<file path="src/rtl/viterbi_frame_if.sv">
// Handshake bundle between the symbol source / bit sink and the Viterbi frame controller.
interface viterbi_frame_if #(
   parameter int PM_W = 8
);
   logic            start;
   logic            sym_valid;
   logic            sym_ready;
   logic [1:0]      sym_data;
   logic            bit_valid;
   logic            bit_ready;
   logic            bit_data;
   logic            busy;
   logic            frame_done;
   logic [PM_W-1:0] final_metric;

   modport master (
      output start, sym_valid, sym_data, bit_ready,
      input  sym_ready, bit_valid, bit_data, busy, frame_done, final_metric
   );

   modport slave (
      input  start, sym_valid, sym_data, bit_ready,
      output sym_ready, bit_valid, bit_data, busy, frame_done, final_metric
   );
endinterface

</file>
<file path="src/rtl/viterbi_frame_controller.sv">
// Frame-level hard-decision Viterbi decoder for the K=3 (7,5) code: one registered ACS step
// per accepted symbol, traceback after the last symbol, decoded bits streamed in input order.
//
// state | meaning
// IDLE  | waiting for start
// ACS   | accepting symbols, one add-compare-select update per accept
// SEL   | pick lowest-metric end state, latch final_metric
// TRACE | walk survivors back one step per cycle, fill decoded buffer
// OUT   | stream decoded bits on the bit handshake
module viterbi_frame_controller #(
   parameter int FRAME_LEN    = 8,
   parameter int PM_W         = 8,
   parameter int INIT_PENALTY = 16
) (
   input  logic             clk,
   input  logic             rst_n,
   viterbi_frame_if.slave   vif
);
   localparam int IDX_W = $clog2(FRAME_LEN);
   localparam logic [IDX_W-1:0] LAST = IDX_W'(FRAME_LEN - 1);

   typedef enum logic [2:0] {IDLE, ACS, SEL, TRACE, OUT} state_t;

   state_t           state, state_nxt;
   logic [PM_W-1:0]  pm_q     [4];
   logic [PM_W-1:0]  pm_raw   [4];
   logic [PM_W-1:0]  pm_new   [4];
   logic [3:0]       surv_acs;
   logic [3:0]       surv_q   [FRAME_LEN];
   logic [FRAME_LEN-1:0] dec_q;
   logic [IDX_W-1:0] idx;
   logic [IDX_W-1:0] t_idx;
   logic [1:0]       tr_s;
   logic [1:0]       best;
   logic             norm;
   logic             sym_acc;
   logic             bit_acc;

   function automatic logic [1:0] hamming(input logic [1:0] rx, input logic [1:0] code);
      logic [1:0] d;
      d = rx ^ code;
      return {1'b0, d[1]} + {1'b0, d[0]};
   endfunction

   function automatic logic [PM_W-1:0] sat_add(input logic [PM_W-1:0] a, input logic [1:0] b);
      logic [PM_W:0] s;
      s = {1'b0, a} + {{(PM_W-1){1'b0}}, b};
      return s[PM_W] ? {PM_W{1'b1}} : s[PM_W-1:0];
   endfunction

   // Predecessors of n are {n0,0} and {n0,1}; their expected codes are bitwise complements.
   for (genvar n = 0; n < 4; n++) begin : g_acs
      localparam logic [1:0] NB     = 2'(n);
      localparam logic [1:0] CODE_A = {NB[1] ^ NB[0], NB[1]};
      logic [PM_W-1:0] cand_a, cand_b;
      assign cand_a      = sat_add(pm_q[{NB[0], 1'b0}], hamming(vif.sym_data, CODE_A));
      assign cand_b      = sat_add(pm_q[{NB[0], 1'b1}], hamming(vif.sym_data, ~CODE_A));
      assign surv_acs[n] = cand_b < cand_a;
      assign pm_raw[n]   = surv_acs[n] ? cand_b : cand_a;
   end

   assign norm = pm_raw[0][PM_W-1] & pm_raw[1][PM_W-1] & pm_raw[2][PM_W-1] & pm_raw[3][PM_W-1];

   always_comb begin
      for (int i = 0; i < 4; i++) begin
         pm_new[i] = pm_raw[i];
         if (norm) pm_new[i][PM_W-1] = 1'b0;
      end
   end

   always_comb begin
      best = 2'd0;
      for (int i = 1; i < 4; i++) begin
         if (pm_q[i] < pm_q[best]) best = 2'(i);
      end
   end

   assign sym_acc = (state == ACS) && vif.sym_valid;
   assign bit_acc = (state == OUT) && vif.bit_ready;

   always_ff @(posedge clk or negedge rst_n) begin
      if (!rst_n) state <= IDLE;
      else        state <= state_nxt;
   end

   always_comb begin
      state_nxt = state;
      case (state)
         IDLE:    if (vif.start)                state_nxt = ACS;
         ACS:     if (sym_acc && idx == LAST)   state_nxt = SEL;
         SEL:                                   state_nxt = TRACE;
         TRACE:   if (t_idx == '0)              state_nxt = OUT;
         OUT:     if (bit_acc && idx == LAST)   state_nxt = IDLE;
         default:                               state_nxt = IDLE;
      endcase
   end

   always_comb begin
      vif.sym_ready = (state == ACS);
      vif.bit_valid = (state == OUT);
      vif.busy      = (state != IDLE);
      vif.bit_data  = (state == OUT) ? dec_q[idx] : 1'b0;
   end

   always_ff @(posedge clk or negedge rst_n) begin
      if (!rst_n) begin
         for (int i = 0; i < 4; i++) pm_q[i] <= '0;
         for (int i = 0; i < FRAME_LEN; i++) surv_q[i] <= '0;
         dec_q            <= '0;
         idx              <= '0;
         t_idx            <= '0;
         tr_s             <= '0;
         vif.final_metric <= '0;
         vif.frame_done   <= 1'b0;
      end else begin
         vif.frame_done <= 1'b0;
         case (state)
            IDLE: begin
               if (vif.start) begin
                  pm_q[0] <= '0;
                  for (int i = 1; i < 4; i++) pm_q[i] <= PM_W'(INIT_PENALTY);
                  idx <= '0;
               end
            end
            ACS: begin
               if (sym_acc) begin
                  for (int i = 0; i < 4; i++) pm_q[i] <= pm_new[i];
                  surv_q[idx] <= surv_acs;
                  idx         <= (idx == LAST) ? '0 : idx + IDX_W'(1);
               end
            end
            SEL: begin
               vif.final_metric <= pm_q[best];
               t_idx            <= LAST;
               tr_s             <= best;
            end
            TRACE: begin
               dec_q[t_idx] <= tr_s[1];
               tr_s         <= {tr_s[0], surv_q[t_idx][tr_s]};
               if (t_idx == '0) idx <= '0;
               else             t_idx <= t_idx - IDX_W'(1);
            end
            OUT: begin
               if (bit_acc) begin
                  if (idx == LAST) begin
                     idx            <= '0;
                     vif.frame_done <= 1'b1;
                  end else begin
                     idx <= idx + IDX_W'(1);
                  end
               end
            end
            default: ;
         endcase
      end
   end
endmodule

</file>
<file path="src/flat_wrapper.sv">
// flat-port wrapper written by rule: the top's interface ports become plain ports
module viterbi_frame_controller_flat 
#(
   parameter int FRAME_LEN    = 8,
   parameter int PM_W         = 8,
   parameter int INIT_PENALTY = 16
)
  (clk, rst_n, vif_start, vif_sym_valid, vif_sym_data, vif_bit_ready, vif_sym_ready, vif_bit_valid, vif_bit_data, vif_busy, vif_frame_done, vif_final_metric);
  viterbi_frame_if #(.PM_W(PM_W)) vif_i ();
  input  logic clk;
  input  logic rst_n;
  input wire logic [$bits(vif_i.start)-1:0] vif_start;
  input wire logic [$bits(vif_i.sym_valid)-1:0] vif_sym_valid;
  input wire logic [$bits(vif_i.sym_data)-1:0] vif_sym_data;
  input wire logic [$bits(vif_i.bit_ready)-1:0] vif_bit_ready;
  output wire logic [$bits(vif_i.sym_ready)-1:0] vif_sym_ready;
  output wire logic [$bits(vif_i.bit_valid)-1:0] vif_bit_valid;
  output wire logic [$bits(vif_i.bit_data)-1:0] vif_bit_data;
  output wire logic [$bits(vif_i.busy)-1:0] vif_busy;
  output wire logic [$bits(vif_i.frame_done)-1:0] vif_frame_done;
  output wire logic [$bits(vif_i.final_metric)-1:0] vif_final_metric;
  assign vif_i.start = vif_start;
  assign vif_i.sym_valid = vif_sym_valid;
  assign vif_i.sym_data = vif_sym_data;
  assign vif_i.bit_ready = vif_bit_ready;
  assign vif_sym_ready = vif_i.sym_ready;
  assign vif_bit_valid = vif_i.bit_valid;
  assign vif_bit_data = vif_i.bit_data;
  assign vif_busy = vif_i.busy;
  assign vif_frame_done = vif_i.frame_done;
  assign vif_final_metric = vif_i.final_metric;
  viterbi_frame_controller #(.FRAME_LEN(FRAME_LEN), .PM_W(PM_W), .INIT_PENALTY(INIT_PENALTY)) u_core (.clk(clk), .rst_n(rst_n), .vif(vif_i));
endmodule
</file>
<file path="config.mk">
export PLATFORM = sky130hd
export DESIGN_NAME = viterbi_frame_controller_flat
export DESIGN_NICKNAME = d
export VERILOG_FILES = /design/src/rtl/viterbi_frame_if.sv /design/src/rtl/viterbi_frame_controller.sv /design/src/flat_wrapper.sv
export SDC_FILE = /design/constraint.sdc
export NUM_CORES = 1
export LEC_CHECK = 0
export CORE_AREA = 2 2 121 123
export CTS_BUF_LIST = sky130_fd_sc_hd__clkbuf_2 sky130_fd_sc_hd__clkbuf_4 sky130_fd_sc_hd__clkbuf_8
export DETAILED_ROUTE_END_ITERATION = 10
export DIE_AREA = 0 0 123 125
export PLACE_DENSITY = 0.73
export SLEW_MARGIN = 20
export SYNTH_ARGS = -nofsm -noshare
export SYNTH_HDL_FRONTEND = slang
export SYNTH_SLANG_ARGS = --single-unit
</file>
<file path="constraint.sdc">
create_clock -name clk -period 8.8 [get_ports clk]
set_clock_uncertainty 0.15 [all_clocks]
set_input_delay 1.76 -clock clk [delete_from_list [all_inputs] [get_ports clk]]
set_output_delay 1.76 -clock clk [all_outputs]
set_load 0.02 [all_outputs]
</file>
==> metrics.txt, run 1 <==
Setup violations, final=0; Clk pin slew, worst setup/hold paths=0.10 ns; Post-Syn Area=7560 um2; hold_sp=u_core.surv_q[27]; Synth area leader=dfrtp_1; status=finished, final reports clean; core footprint=14200 um2; worst skew pair latency=0.39 ns; overall power=3.33 mW; worst endpoint data arrival time=6.64 ns; nature of the critical path endpoint=flop; Syn Nets=939; Yosys cell types=72; Seq/Total Area, Yosys=30.5%; I/O Pins=20; CTS sink cnt=92; Synth Area per Inst=8.84 um2; fill count=1303; initial antenna violation count=0; TritonCTS buffer count=9; number of flops mapped to enable cells by yosys=0; remaining global-route overflow=0; gr usage total=26.8%; MaxCap Viol Count=0; Area contributors post-synth=dfrtp_1, ha_1, mux2_2, a21oi_1, nor2_1; Main synth FF type=dfrtp_1; WS Path Type=reg2reg; RSZ-0062 raised after global routing=false; Setup TNS Final=0 ns; Final Cycle Share=73.6%; Syn. warnings=0; CP max FO=23; CTS tree=done; vias per inst=6.24; Area Growth Syn to Fin=5.96%; Initial DRC Count=747; Final nets=925; Total Wirelength=19700 um; Initial Util=53.2%; Cells after DPL=1014; full die area=15400 um2; RD Place Congestion=0.942; CTS Buffer Depth=2; Die Y-Extent=125 um; final hold viol count=0; fin cells=1030; Slew HR=39.0%; IO Port Bufs=19; Hold Slack=0.347 ns; share of flip-flops with an asynchronous set or reset=100%; Worst setup SP type=flop; via count=6432; vias in the first global route=6099; #FFs+latches synth=92; min Tclk post-route=6.48 ns; DR DRC count=0; largest net degree at the start of global routing=66; crit path from=u_core.pm_q[26]; Synth top cells by count=nor2_1, dfrtp_1, nand2_1; fin. max-slew vios=0; CTS H-tree depth=3; Peak VDD IR=324 uV; PD cells=415 nW/um2; 1st-pass router iterations=5; Post-CTS Hold Buffers=0; Final Cell Area=8010 um2; Root Buffer=clkbuf_8; Final ANT Viol Nets=0; drt wl/cell=19.2 um; PostCTS Resize Cnt=0; r2r startpoint=u_core.pm_q[26]; Hold Path Class=reg2reg; count leader, synth=nor2_1; CP required=8.96 ns; first-pass GRT wire length=31800 um; share of cells above drive strength 1=11.1%; Post-CTS Setup Inserts=0; post-synthesis cell count=855; ant diodes=0; Die Width=123 um; Worst Tran Pin Value=0.914 ns; placed cell areas=7800 um2; Leakage=3.43 nW; DP Wirelength=14600 um; Max Fclk=154 MHz; top-area cell type share of the netlist area=30.5%; row cnt=44
critical path: stages, from the launching register on:
cell and delay, ns:
dfrtp_1 0.61, inv_2 0.20, ha_1 0.31, o21a_1 0.17, nor2_1 0.12, o31a_1 0.56, nor2_1 0.08, a21oi_1 0.35
ha_1 0.32, a211oi_1 0.24, o21bai_1 0.15, a211o_1 0.31, o21ai_2 0.69, nor2_1 0.09, a21oi_1 0.18, ha_1 0.29
a21oi_1 0.14, o21a_1 0.16, o31a_1 0.25, nor2_1 0.09, a22oi_2 0.54, a21oi_1 0.14, o32ai_2 0.26
cell usage in the layout, fill, tap and decap left out, drive strengths merged, types with 12 or more instances in the layout:
cell           instances
a21o                  17
a21oi                 72
a22o                  16
clkdlybuf4s50         18
dfrtp                 92
ha                    69
inv                   43
mux2                  37
mux4                  12
nand2                 73
nand3                 30
nand4                 14
nor2                  96
nor2b                 14
nor3                  33
o21ai                 49
xnor2                 13
metrics by stage:
step,util (%),setup slack (ns)
4_1_cts,56.4,2.42
6_report,56.4,2.32
2_1_floorplan,-,3.44
3_3_place_gp,55.0,2.34
5_1_grt,56.4,1.84
3_5_place_dp,55.0,2.29
path summary, 6_finish.rpt:
check | slack, ns | cells after the start | to
min in group asynchronous | 1.11 | 1 | u_core.surv_q[18]
worst min register to register | 0.35 | 2 | u_core.surv_q[27]
worst max-delay path | 2.32 | 22 | u_core.vif.final_metric[0]
worst max register to register | 2.32 | 22 | u_core.vif.final_metric[0]
worst min-delay path | 0.35 | 2 | u_core.surv_q[27]
max in group asynchronous | 6.23 | 2 | u_core.pm_q[13]
cells by family after synthesis:
logic type,Yosys count,synth area share [%]
buffers and inverters,92,5.11
multiplexers,55,9.93
AO/OA/AOI/OAI,227,20.0
adder cells (fa/ha/maj),77,13.5
XOR/XNOR,20,2.32
AND/OR/NAND/NOR,292,18.6
flip-flops,92,30.5
flip-flops by register name (all words and copies together), names as in the netlist:
| register | cells |
|---|---|
| u_core.vif.final_metric | 8 |
| u_core.vif.frame_done | 1 |
| u_core.pm_q | 32 |
| u_core.tr_s | 2 |
| u_core.surv_q | 32 |
| u_core.idx | 3 |
| u_core.dec_q | 8 |
| u_core.t_idx | 3 |
| u_core.state | 3 |
final cells by class:
type	instances	area [um2]	area share (%)
flip-flops and latches	92	2300	28.7
inverters	41	154	1.92
clock buffers	9	124	1.55
repair buffers	26	240	3.00
well taps	184	230	2.87
clock inverters	7	80.1	1.00
multi-input cells	671	4880	60.9
per-layer routing:
layer	vias up	track usage, %	wire (um)
met3	43	3.15	1060
met4	0	11.7	682
li1	3079	-	-
met5	-	0	0
met1	3059	38.2	8940
met2	251	40.9	9050
power by group:
group          leakage, nW  internal [mW]  total (mW)  switching, mW
logic                 2.14          0.884        2.21           1.33
registers             1.19          0.570       0.806          0.236
clock network        0.102          0.135       0.310          0.175
total                 3.43           1.59        3.33           1.74
Note: power is estimated with default switching activity, not from simulation.
==> inputs of run 2 (changes only) <==
==> constraint.sdc (replaced) <==
create_clock -name clk -period 6.2 [get_ports clk]
set_clock_uncertainty 0.15 [all_clocks]
set_input_delay 1.24 -clock clk [delete_from_list [all_inputs] [get_ports clk]]
set_output_delay 1.24 -clock clk [all_outputs]
set_load 0.02 [all_outputs]
==> metrics.txt, run 2 (synthesis gave the netlist of run 1 again) <==
CP max FO=23; worst skew pair latency=0.39 ns; ant diodes=0; Largest stage delay, worst path=0.56 ns; fill count=1268; Cells after DPL=1025; I/O Pins=20; worst endpoint data arrival time=5.96 ns; CTS H-tree depth=3; Die Y-Extent=125 um; drt wl/cell=19.2 um; Hold Path Class=reg2reg; vias in the first global route=6310; Peak VDD IR=414 uV; DP Wirelength=14800 um; first-pass GRT wire length=32800 um; sequential cell area=2300 um2; Top Registers=u_core.pm_q x32, u_core.surv_q x32; commonest non-fill, non-tap cell in the layout=nor2_1; Final ANT Viol Nets=0; Hold Slack=0.341 ns; Root Buffer=clkbuf_8; most frequent cells in the layout=nor2_1, dfrtp_1, nand2_1; multi-input logic area=4880 um2; Initial DRC Count=687; remaining global-route overflow=0; CTS Buffer Depth=2; Final Cycle Share=93.6%; CTS tree=done; overall power=4.88 mW; CP required=6.36 ns; CP Cell Sequence=inv_2 > ha_1 > o21a_1 > nor2_1 > o31a_2 > nor2_1 > a21oi_1 > ha_1 > a211oi_1 > o21bai_1 > a211o_1 > o21ai_2 > buf_4 > nor2_1 > a21oi_1 > ha_1 > a21oi_1 > o21a_1 > o31a_1 > nor2_1 > a22oi_2 > a21oi_1 > o32ai_2; DR DRC count=0; Setup TNS Final=0 ns; Total Wirelength=20000 um; Die Width=123 um; Worst path slowest cell=dfrtp_1; RD Place Congestion=0.905; row cnt=44; full die area=15400 um2; share of cells above drive strength 1=12.4%; placed cell areas=7890 um2; vias per inst=6.21; Leakage=3.50 nW; Worst setup SP type=flop; Post-CTS Setup Inserts=0; status=finished, final reports clean; Setup violations, final=0; PostCTS Resize Cnt=0; Area Growth Syn to Fin=7.43%; min Tclk post-route=5.80 ns; fin. max-slew vios=0; final hold viol count=0; largest net degree at the start of global routing=54; Slew HR=50.1%; PD cells=601 nW/um2; gr usage total=27.3%; MaxCap Viol Count=0; Final Cell Area=8120 um2; Max Fclk=172 MHz; initial antenna violation count=0; TritonCTS buffer count=9; WS Path Type=reg2reg; Post-CTS Hold Buffers=0; CTS sink cnt=92; Final nets=936; IO Port Bufs=19; Clk pin slew, worst setup/hold paths=0.10 ns; core footprint=14200 um2; 1st-pass router iterations=6; via count=6465; Worst Tran Pin Value=0.748 ns; Initial Util=53.2%; fin cells=1041; nature of the critical path endpoint=flop; RSZ-0062 raised after global routing=false
[run 2: cell count changes in the layout (fill, tap and decap cells not counted), sizes merged]
cell    previous run  this run
bufinv             1         2
buf                8        19
inv               43        42
[run 2: cell type report]
| cell class | instances | share of cell area, % |
|---|---|---|
| well taps | 184 | 2.84 |
| flip-flops and latches | 92 | 28.4 |
| inverters | 41 | 1.90 |
| multi-input cells | 671 | 60.1 |
| clock inverters | 7 | 1.33 |
| repair buffers | 37 | 3.98 |
| clock buffers | 9 | 1.53 |
[run 2: final timing paths]
| kind | cells past startpoint | endpoint | slack, ns | start |
|---|---|---|---|---|
| max | 23 | u_core.vif.final_metric[0] | 0.40 | u_core.pm_q[26] |
| min | 2 | u_core.surv_q[27] | 0.34 | u_core.surv_q[27] |
| max reg2reg | 23 | u_core.vif.final_metric[0] | 0.40 | u_core.pm_q[26] |
| min reg2reg | 2 | u_core.surv_q[27] | 0.34 | u_core.surv_q[27] |
| max in group asynchronous | 2 | u_core.pm_q[2] | 4.14 | rst_n |
| min in group asynchronous | 1 | u_core.surv_q[24] | 0.67 | rst_n |
[run 2: power breakdown]
part / switching [mW] / internal [mW] / total, mW / leakage [nW]
logic: 1.94 / 1.34 / 3.28 / 2.19
clock network: 0.244 / 0.234 / 0.478 / 0.113
registers: 0.308 / 0.810 / 1.12 / 1.19
total: 2.49 / 2.39 / 4.88 / 3.50
[run 2: per-layer routing]
| metal | up-vias | track usage [%] | wire (um) |
|---|---|---|---|
| met4 | 0 | 8.76 | 587 |
| met1 | 3092 | 37.3 | 8980 |
| met2 | 234 | 43.3 | 9230 |
| met5 | - | 0 | 0 |
| met3 | 43 | 5.70 | 1230 |
| li1 | 3096 | - | - |
[run 2: critical path: cells and delay by family (launching register included)]
family	cells	cell delay [ns]
DFF	1	0.56
adders and majority gates	3	0.88
AOI/OAI and AO/OA	14	3.34
buffers and inverters	2	0.42
and+or+nand+nor	4	0.34
[run 2: through the flow]
stage	utilization, %	worst slack [ns]
6_report	57.2	0.399
5_1_grt	57.2	0.0339
4_1_cts	57.2	0.302
3_5_place_dp	55.5	0.331
3_3_place_gp	55.5	0.359
2_1_floorplan	-	1.03
